$ cat src/rtl/div_pkg.sv
// rtl/div_pkg.sv - shared defines for the EX-stage divider
// State encodings, handshake levels and datapath widths used by div.
package div_pkg;

  localparam int RegBus       = 32;
  localparam int DoubleRegBus = 64;

  localparam logic [RegBus-1:0] ZeroWord = '0;

  localparam logic [1:0] DivFree   = 2'b00;
  localparam logic [1:0] DivByZero = 2'b01;
  localparam logic [1:0] DivOn     = 2'b10;
  localparam logic [1:0] DivEnd    = 2'b11;

  localparam logic DivResultReady    = 1'b1;
  localparam logic DivResultNotReady = 1'b0;

  localparam logic DivStart = 1'b1;
  localparam logic DivStop  = 1'b0;

  function automatic logic [RegBus-1:0] neg_word(input logic [RegBus-1:0] v);
    return (~v) + RegBus'(1);
  endfunction

endpackage

$ cat src/rtl/div.sv
// rtl/div.sv - radix-2 restoring divider for DIV/DIVU
// One quotient bit per cycle; registered {remainder, quotient} with a ready flag.
module div
  import div_pkg::*;
(
  input  logic                    clk,
  input  logic                    rst,
  input  logic                    signed_div_i,
  input  logic [RegBus-1:0]       opdata1_i,
  input  logic [RegBus-1:0]       opdata2_i,
  input  logic                    start_i,
  input  logic                    annul_i,
  output logic [DoubleRegBus-1:0] result_o,
  output logic                    ready_o
);

  logic [1:0]              state_q,   state_d;
  logic [4:0]              cnt_q,     cnt_d;
  logic [64:0]             work_q,    work_d;
  logic [RegBus-1:0]       divisor_q, divisor_d;
  logic                    neg1_q,    neg1_d;
  logic                    neg2_q,    neg2_d;
  logic                    signed_q,  signed_d;
  logic [DoubleRegBus-1:0] result_q,  result_d;
  logic                    ready_q,   ready_d;

  logic [RegBus-1:0] op1_mag;
  logic [RegBus-1:0] op2_mag;
  logic [32:0]       diff;
  logic [64:0]       work_step;
  logic [RegBus-1:0] quot;
  logic [RegBus-1:0] rem;
  logic [RegBus-1:0] quot_fix;
  logic [RegBus-1:0] rem_fix;

  always_comb begin
    op1_mag = (signed_div_i && opdata1_i[31]) ? neg_word(opdata1_i) : opdata1_i;
    op2_mag = (signed_div_i && opdata2_i[31]) ? neg_word(opdata2_i) : opdata2_i;

    // work[63:32] is the partial remainder with the next dividend bit shifted in
    diff      = {1'b0, work_q[63:32]} - {1'b0, divisor_q};
    work_step = diff[32] ? {work_q[63:0], 1'b0}
                         : {diff[31:0], work_q[31:0], 1'b1};

    quot     = work_step[31:0];
    rem      = work_step[64:33];
    quot_fix = (signed_q && (neg1_q ^ neg2_q)) ? neg_word(quot) : quot;
    rem_fix  = (signed_q && neg1_q) ? neg_word(rem) : rem;
  end

  always_comb begin
    state_d   = state_q;
    cnt_d     = cnt_q;
    work_d    = work_q;
    divisor_d = divisor_q;
    neg1_d    = neg1_q;
    neg2_d    = neg2_q;
    signed_d  = signed_q;
    result_d  = result_q;
    ready_d   = ready_q;

    case (state_q)
      DivFree: begin
        result_d = {ZeroWord, ZeroWord};
        ready_d  = DivResultNotReady;
        if (start_i == DivStart && !annul_i) begin
          neg1_d   = opdata1_i[31];
          neg2_d   = opdata2_i[31];
          signed_d = signed_div_i;
          if (opdata2_i == ZeroWord) begin
            state_d = DivByZero;
          end else begin
            state_d   = DivOn;
            cnt_d     = 5'd0;
            work_d    = {ZeroWord, op1_mag, 1'b0};
            divisor_d = op2_mag;
          end
        end
      end

      DivByZero: begin
        result_d = {ZeroWord, ZeroWord};
        state_d  = annul_i ? DivFree : DivEnd;
      end

      DivOn: begin
        if (annul_i) begin
          state_d  = DivFree;
          result_d = {ZeroWord, ZeroWord};
          ready_d  = DivResultNotReady;
        end else begin
          work_d = work_step;
          cnt_d  = cnt_q + 5'd1;
          if (cnt_q == 5'd31) begin
            result_d = {rem_fix, quot_fix};
            ready_d  = DivResultReady;
            state_d  = DivEnd;
          end
        end
      end

      DivEnd: begin
        // divide-by-zero reaches here with ready still low; it rises one edge later
        if (start_i == DivStart) begin
          ready_d = DivResultReady;
        end else begin
          state_d  = DivFree;
          result_d = {ZeroWord, ZeroWord};
          ready_d  = DivResultNotReady;
        end
      end

      default: state_d = DivFree;
    endcase
  end

  always_ff @(posedge clk) begin
    if (rst) begin
      state_q   <= DivFree;
      cnt_q     <= 5'd0;
      work_q    <= '0;
      divisor_q <= ZeroWord;
      neg1_q    <= 1'b0;
      neg2_q    <= 1'b0;
      signed_q  <= 1'b0;
      result_q  <= '0;
      ready_q   <= DivResultNotReady;
    end else begin
      state_q   <= state_d;
      cnt_q     <= cnt_d;
      work_q    <= work_d;
      divisor_q <= divisor_d;
      neg1_q    <= neg1_d;
      neg2_q    <= neg2_d;
      signed_q  <= signed_d;
      result_q  <= result_d;
      ready_q   <= ready_d;
    end
  end

  assign result_o = result_q;
  assign ready_o  = ready_q;

endmodule
$ cat config.mk
export PLATFORM = sky130hd
export DESIGN_NAME = div
export DESIGN_NICKNAME = d
export VERILOG_FILES = /design/src/rtl/div_pkg.sv /design/src/rtl/div.sv
export SDC_FILE = /design/constraint.sdc
export NUM_CORES = 1
export LEC_CHECK = 0
export CAP_MARGIN = 25
export CORE_MARGIN = 1
export CORE_UTILIZATION = 58
export CTS_CLUSTER_SIZE = 12
export DETAILED_ROUTE_END_ITERATION = 6
export HOLD_SLACK_MARGIN = 0.05
export PLACE_DENSITY = 0.82
export REMOVE_ABC_BUFFERS = 1
export SYNTH_ARGS = -nofsm -noshare
export SYNTH_HDL_FRONTEND = slang
export SYNTH_SLANG_ARGS = --single-unit
$ cat constraint.sdc
create_clock -name clk -period 5.4 [get_ports clk]
set_input_delay 0.54 -clock clk [delete_from_list [all_inputs] [get_ports clk]]
set_output_delay 0.54 -clock clk [all_outputs]
set_load 0.02 [all_outputs]
# After elaboration in Yosys (flattened, before gate mapping)
# Index checks and enable logic that the tools add are counted.
# totals
register_bits	171
inputBits	69
wordCells	75
# classes
addsub	6
n_eq_ne	9
n_mux	28
n_bitwise	6
reduce_logical	17
# op_table
operator	n
two-way mux 64 bit	6
one-hot mux 64 bit (3 select lines)	1
adder 32 x 1 -> 32 bit, second input constant	4
two-way mux 32 bit	4
NOT 32 bit	4
one-hot mux 64 bit (2 select lines)	1
two-way mux 65 bit	1
subtractor 32 x 32 -> 33 bit	1
logical NOT 32 bit	1
two-way mux 5 bit	3
two-way mux 2 bit	6
one-hot mux 5 bit (2 select lines)	1
inequality test 2 bit, second input constant	4
one-hot mux 2 bit (4 select lines)	1
AND reduction 2 bit	3
AND reduction 3 bit	2
adder 5 x 1 -> 5 bit, second input constant	1
equality test 5 bit, second input constant	1
logical AND 1 bit	5
equality test 2 bit, second input constant	2
AND reduction 4 bit	1
two-way mux 1 bit	3
inequality test 3 bit, second input constant	1
one-hot mux 1 bit (3 select lines)	1
other kinds (8)	8

# Longest topological paths before layout
# Gate-level depths: netlist of the first run.
# depth
ltp_word	8
mapped_depth	24

# Worst setup path after synthesis of the first run
# Ideal clock, no wire load.
# synth_path
kind	reg2reg
start	register work_q[32]
end	register result_q[58], in the netlist result_o[58]
setup_ps	117
arrival_ps	4613
path_slack_ps	670
stages_incl_launch_ff	25
synth_period_minus_slack_ps	4730
cell_sequence	dfxtp_1 inv_1 ha_1 fa_1 nand2b_1 a211oi_1 o211ai_1 a21oi_1 or2_1 buf_4 buf_2 buf_1 clkbuf_1 nor2_1 a21oi_1 inv_1 ha_1 and2_1 and3_1 a41o_1 o21a_1 nand3b_1 o21ai_0 xor2_1 a22o_1
# synth_between
elab_chain_cells	8
# synth_rtl
item	line_no	text
start, declared	div.sv:19	logic [64:0] work_q, work_d;
start signal, assigned	div.sv:131	work_q <= work_d;
subtractor 32 x 32 -> 33 bit	div.sv:41	diff = {1'b0, work_q[63:32]} - {1'b0, divisor_q};
two-way mux 65 bit (*)	div.sv:42	work_step = diff[32] ? {work_q[63:0], 1'b0}
NOT 32 bit	div_pkg.sv:22	return (~v) + RegBus'(1);
adder 32 x 1 -> 32 bit	div_pkg.sv:22	
two-way mux 32 bit (*)	div.sv:48	rem_fix = (signed_q && neg1_q) ? neg_word(rem) : rem;
two-way mux 64 bit (*)	div.sv:94	if (cnt_q == 5'd31) begin
two-way mux 64 bit (*)	div.sv:87	if (annul_i) begin
one-hot mux 64 bit (3 select lines) (*)	div.sv:62	case (state_q)
end signal, assigned	div.sv:136	result_q <= result_d;
end, declared	div.sv:24	logic [DoubleRegBus-1:0] result_q, result_d;
# Every way passes the cells marked *; elsewhere a longest branch is shown, timed or not. The select of a mux whose other input is x is not followed.
# A chain may end at the register's enable or synchronous reset.

# Final worst setup path of the first run
# layout_path
start	register work_q[32]
end	register result_q[60], in the netlist result_o[60]
# Same word-level chain as after synthesis.

==> flow_summary.rst, run 1 <==
.. list-table::
   :header-rows: 1

   * - Metric
     - Value
   * - Antenna violations before repair
     - 0
   * - Antenna viol nets, final
     - 0
   * - Gr ovfl total
     - 0
   * - Endpoint type of the worst setup path
     - flip-flop
   * - TritonCTS clock tree
     - built
   * - H-tree levels
     - 4
   * - Antenna diode instance count
     - 0
   * - Number of maximum-capacitance constraint violations
     - 0
   * - Number of enable flip-flop cells after synthesis
     - 0
   * - Seq/Total Area, Yosys
     - between 20 and 30%
   * - Setup_tns
     - 0 ns
   * - Wire length of the first global-routing pass
     - ~53000 um
   * - Fraction of final layout cells sized beyond drive strength 1
     - around 4.5%
   * - Via-per-instance ratio
     - roughly 6
   * - Slew at the pin closest to its max-slew limit
     - approximately 0.95 ns
   * - Total routing resource utilization after global routing
     - around a third
   * - Destination of the worst hold path
     - work_q[31]$_SDFFE_PP0P_
   * - Class of the tightest hold or removal check
     - reg -> reg
   * - CP Data Required Time
     - ~5.7 ns
   * - Worst-skew pair later-pin latency
     - 0.45 ns
   * - Setup repair after global routing missed its margin
     - false
   * - Launching element type of the critical path
     - flip-flop
   * - Primary FF master, synth
     - dfxtp_1
   * - Post-synthesis cell area
     - between 10000 and 15000 um2
   * - Max Clock Freq
     - approximately 200 MHz
   * - Clock skew after layout
     - 0.01239 ns
   * - Starting utilization of the core area
     - between 50% and 60%
   * - Width of the die
     - about 140 um
   * - Critical register-to-register path endpoint
     - result_o[60]$_SDFFE_PP0P_
   * - Async SR Flop Fraction
     - 0%
   * - Routed len/inst
     - ~18 um
   * - Placer's final routability congestion estimate
     - 0.9690
   * - Min Tclk post-route
     - roughly 5 ns
   * - Warning count from the yosys run
     - 0
   * - # clock sinks
     - around 170
   * - Inserted Clock Buffers
     - 17
   * - Pin count of the biggest net entering global routing
     - 79
   * - Run status
     - completed
   * - Cells after synthesis
     - 1566
   * - Half-perimeter wire length after detailed placement
     - 24400 um
   * - Design Power
     - 6.063 mW
   * - Synth-to-layout area growth
     - 17.38%
   * - Die Outline Area
     - between 20000 and 25000 um2
   * - Portion of the clock cycle consumed by the worst path in the final layout
     - just over 90%
   * - Worst-path clk slew
     - about 0.07 ns
   * - Clock tree buffer depth
     - 2
   * - CP Data Arrival Time
     - roughly 5.3 ns
   * - Highest fanout seen on the critical path
     - 17
   * - Post-route DRC violation count
     - 0
   * - IR Drop Worst-Case VDD
     - ~0.25 mV
   * - Flops & latches, synth
     - between 150 and 200
   * - Total number of nets in the final design
     - ~1800
   * - Number of hold-repair buffers added at the cts stage
     - 0
   * - Mapped Avg Cell Area
     - ~7.4 um2
   * - Reg2reg path depth
     - 19
   * - HP Start
     - work_q[31]$_SDFFE_PP0P_
   * - Wirelength, routed
     - 33690 um
   * - Cell-by-cell trace of the critical path
     - inv_1 > ha_1 > fa_1 > nand2b_1 > a211oi_1 > o211ai_1 > a21oi_1 > or2_2 > nand2_1 > o21ai_0 > ha_1 > and2_1 > and3_1 > a41o_1 > o21a_1 > nand3b_1 > o21ai_0 > xor2_1 > a22o_1
   * - Leakage
     - around 5 nW
   * - Total power divided by cell area
     - around 440 nW/um2
   * - Slew headroom
     - around 36%
   * - Number of post-CTS setup repair buffers
     - 0
   * - Number of hold-slack violations in the final timing report
     - 0
   * - PostCTS Resize Cnt
     - 0
   * - Final setup violating endpoints
     - 0
   * - Biggest cell delay along the critical path
     - between 0.4 and 0.5 ns
   * - Distinct cells, synth
     - between 70 and 80
   * - Die H
     - between 100 and 150 um
   * - CTS root buf
     - clkbuf_16
   * - Reg-to-Reg Start
     - work_q[32]$_SDFFE_PP0P_
   * - Ports placed on the boundary
     - 134
   * - Count of buffers inserted at the top-level ports
     - between 100 and 150
   * - Core box area
     - slightly below 20000 um2
   * - Critical setup path kind
     - reg -> reg
   * - Via total after detailed routing
     - between 10000 and 15000
   * - Drt initial violations
     - 1089
   * - Floorplan row count
     - 51
   * - First-pass detailed-route iteration total
     - 6
   * - Number of pins with negative max-slew slack in the final report
     - 0
   * - Worst hold stages
     - 2
   * - Internal reg-to-reg setup slack
     - between 0.3 and 0.4 ns
   * - Cell with the biggest individual delay on the critical path
     - a211oi_1
   * - Vias in the first global route
     - ~11000
==> worst max-delay path: cells and delay by family, from the launching register on <==
kind,cells,cell delay [ns]
and+or+nand+nor,6,1.26
buffers and inverters,1,0.09
xor gates and xnor gates,1,0.13
adders and majority gates,3,0.98
AOI/OAI and AO/OA,8,2.06
DFF,1,0.38
==> metrics by stage <==
step / util, % / hold slack [ns] / setup slack (ns) / std cells / area [um2]
global placement: 66.68 / 0.4502 / 0.9671 / 1883 / 13060
detailed placement: 66.68 / 0.4582 / 0.6440 / 1883 / 13060
global route: 69.88 / 0.4989 / 0.05757 / 1917 / 13690
finish: 69.88 / 0.4646 / 0.3971 / 1917 / 13690
floorplan: - / 0.4259 / 0.1805 / 1471 / 11250
CTS: 69.72 / 0.4688 / 0.4993 / 1915 / 13660
==> how the worst max path moves through the flow <==
stage / startpoint / to / cells past startpoint
after floorplan: work_q[32]$_SDFFE_PP0P_ / result_o[26]$_SDFFE_PP0P_ / 21
after global placement: work_q[32]$_SDFFE_PP0P_ / result_o[58]$_SDFFE_PP0P_ / 20
after detailed placement: work_q[32]$_SDFFE_PP0P_ / result_o[60]$_SDFFE_PP0P_ / 19
after CTS: work_q[32]$_SDFFE_PP0P_ / result_o[60]$_SDFFE_PP0P_ / 19
after global routing: work_q[32]$_SDFFE_PP0P_ / result_o[60]$_SDFFE_PP0P_ / 19
final: work_q[32]$_SDFFE_PP0P_ / result_o[60]$_SDFFE_PP0P_ / 19
==> layout by cell type, fill, tap and decap left out, types with 17 or more instances in the layout <==
cell and count:
a31oi_1 18, nand2_1 197, xor2_1 73, o21ai_0 99, clkbuf_16 17, a211oi_1 36
or3_1 17, xnor2_1 65, and2_1 18, mux2i_1 22, a22o_1 22, nor3_1 41
a21oi_1 120, dfxtp_1 171, inv_1 56, nor2_1 198, clkdlybuf4s50_1 132, nand3_1 21
ha_1 40, a22oi_1 57
==> sequential cells by signal (all words and copies together) (netlist names) <==
signal,flops
cnt_q,5
divisor_q,32
neg1_q,1
neg2_q,1
ready_o,1
result_o,64
signed_q,1
state_q,2
work_q,64
==> per-layer routing <==
metal,GRT usage [%],part of all wire [%],vias up
met2,52.84,46,449
met5,0,0,-
met4,10.97,2.1,0
li1,-,-,5700
met1,44.53,46,5518
met3,3.865,6.0,54
==> logic make-up after synthesis <==
| family | share of synthesized area [%] |
|---|---|
| AOI/OAI and AO/OA | 25.10 |
| xor gates and xnor gates | 10.36 |
| adders and majority gates | 4.570 |
| buffers and inverters | 5.407 |
| DFF | 29.35 |
| muxes | 2.081 |
| and+or+nand+nor | 23.12 |
==> layout make-up <==
type | instances | area, um2
clock inverters | 15 | 170.2
repair buffers | 149 | 1478
inverters | 57 | 214.0
flip-flops and latches | 171 | 3423
clock buffers | 17 | 425.4
well taps | 265 | 331.6
multi-input cells | 1243 | 7647
fillers | 1664 | 5901
==> report_power, final <==
group          internal [mW]  leakage [nW]  switching, mW  total, mW
logic                   1.14          3.45           2.12       3.25
registers               1.40          1.39          0.143       1.55
clock network          0.661         0.291          0.602       1.26
total                   3.20          5.13           2.86       6.06
==> cell usage after synthesis (6+ instances only) <==
master | n | share of area [%]
nand2_1 | 197 | 6.3
and2_1 | 18 | 0.97
o2bb2ai_1 | 8 | 0.60
buf_1 | 7 | 0.23
o21a_1 | 7 | 0.45
o21ai_1 | 7 | 0.30
nand3_1 | 21 | 0.90
a31oi_1 | 19 | 1.0
inv_1 | 56 | 1.8
dfxtp_1 | 171 | 29
a22oi_1 | 57 | 3.7
xnor2_1 | 65 | 4.9
o21ai_0 | 99 | 4.2
o31ai_1 | 16 | 1.0
ha_1 | 41 | 4.4
nor2_1 | 199 | 6.4
clkbuf_1 | 67 | 2.2
or3_1 | 17 | 0.91
nor3b_1 | 6 | 0.39
o211ai_1 | 8 | 0.51
nor2b_1 | 17 | 0.91
nor3_1 | 42 | 1.8
xor2_1 | 73 | 5.5
nand4_1 | 8 | 0.43
nor4_1 | 16 | 0.86
nand2b_1 | 9 | 0.48
mux2i_1 | 22 | 1.9
a22o_1 | 22 | 1.7
a21oi_1 | 120 | 5.1
or4_1 | 9 | 0.58
buf_2 | 15 | 0.64
a211oi_1 | 36 | 2.3
o41ai_1 | 9 | 0.68
and3_1 | 8 | 0.43
Note: power is estimated with default switching activity, not from simulation.
==> run 2: changes to the inputs <==
--- a/config.mk
+++ b/config.mk
@@ -8,6 +8,7 @@
 export CAP_MARGIN = 25
 export CORE_MARGIN = 1
 export CORE_UTILIZATION = 58
+export CTS_CLUSTER_DIAMETER = 30
 export CTS_CLUSTER_SIZE = 12
 export DETAILED_ROUTE_END_ITERATION = 6
 export HOLD_SLACK_MARGIN = 0.05
==> results of run 2 <==
The final DEF is identical to that of run 1; final timing and power are the same.
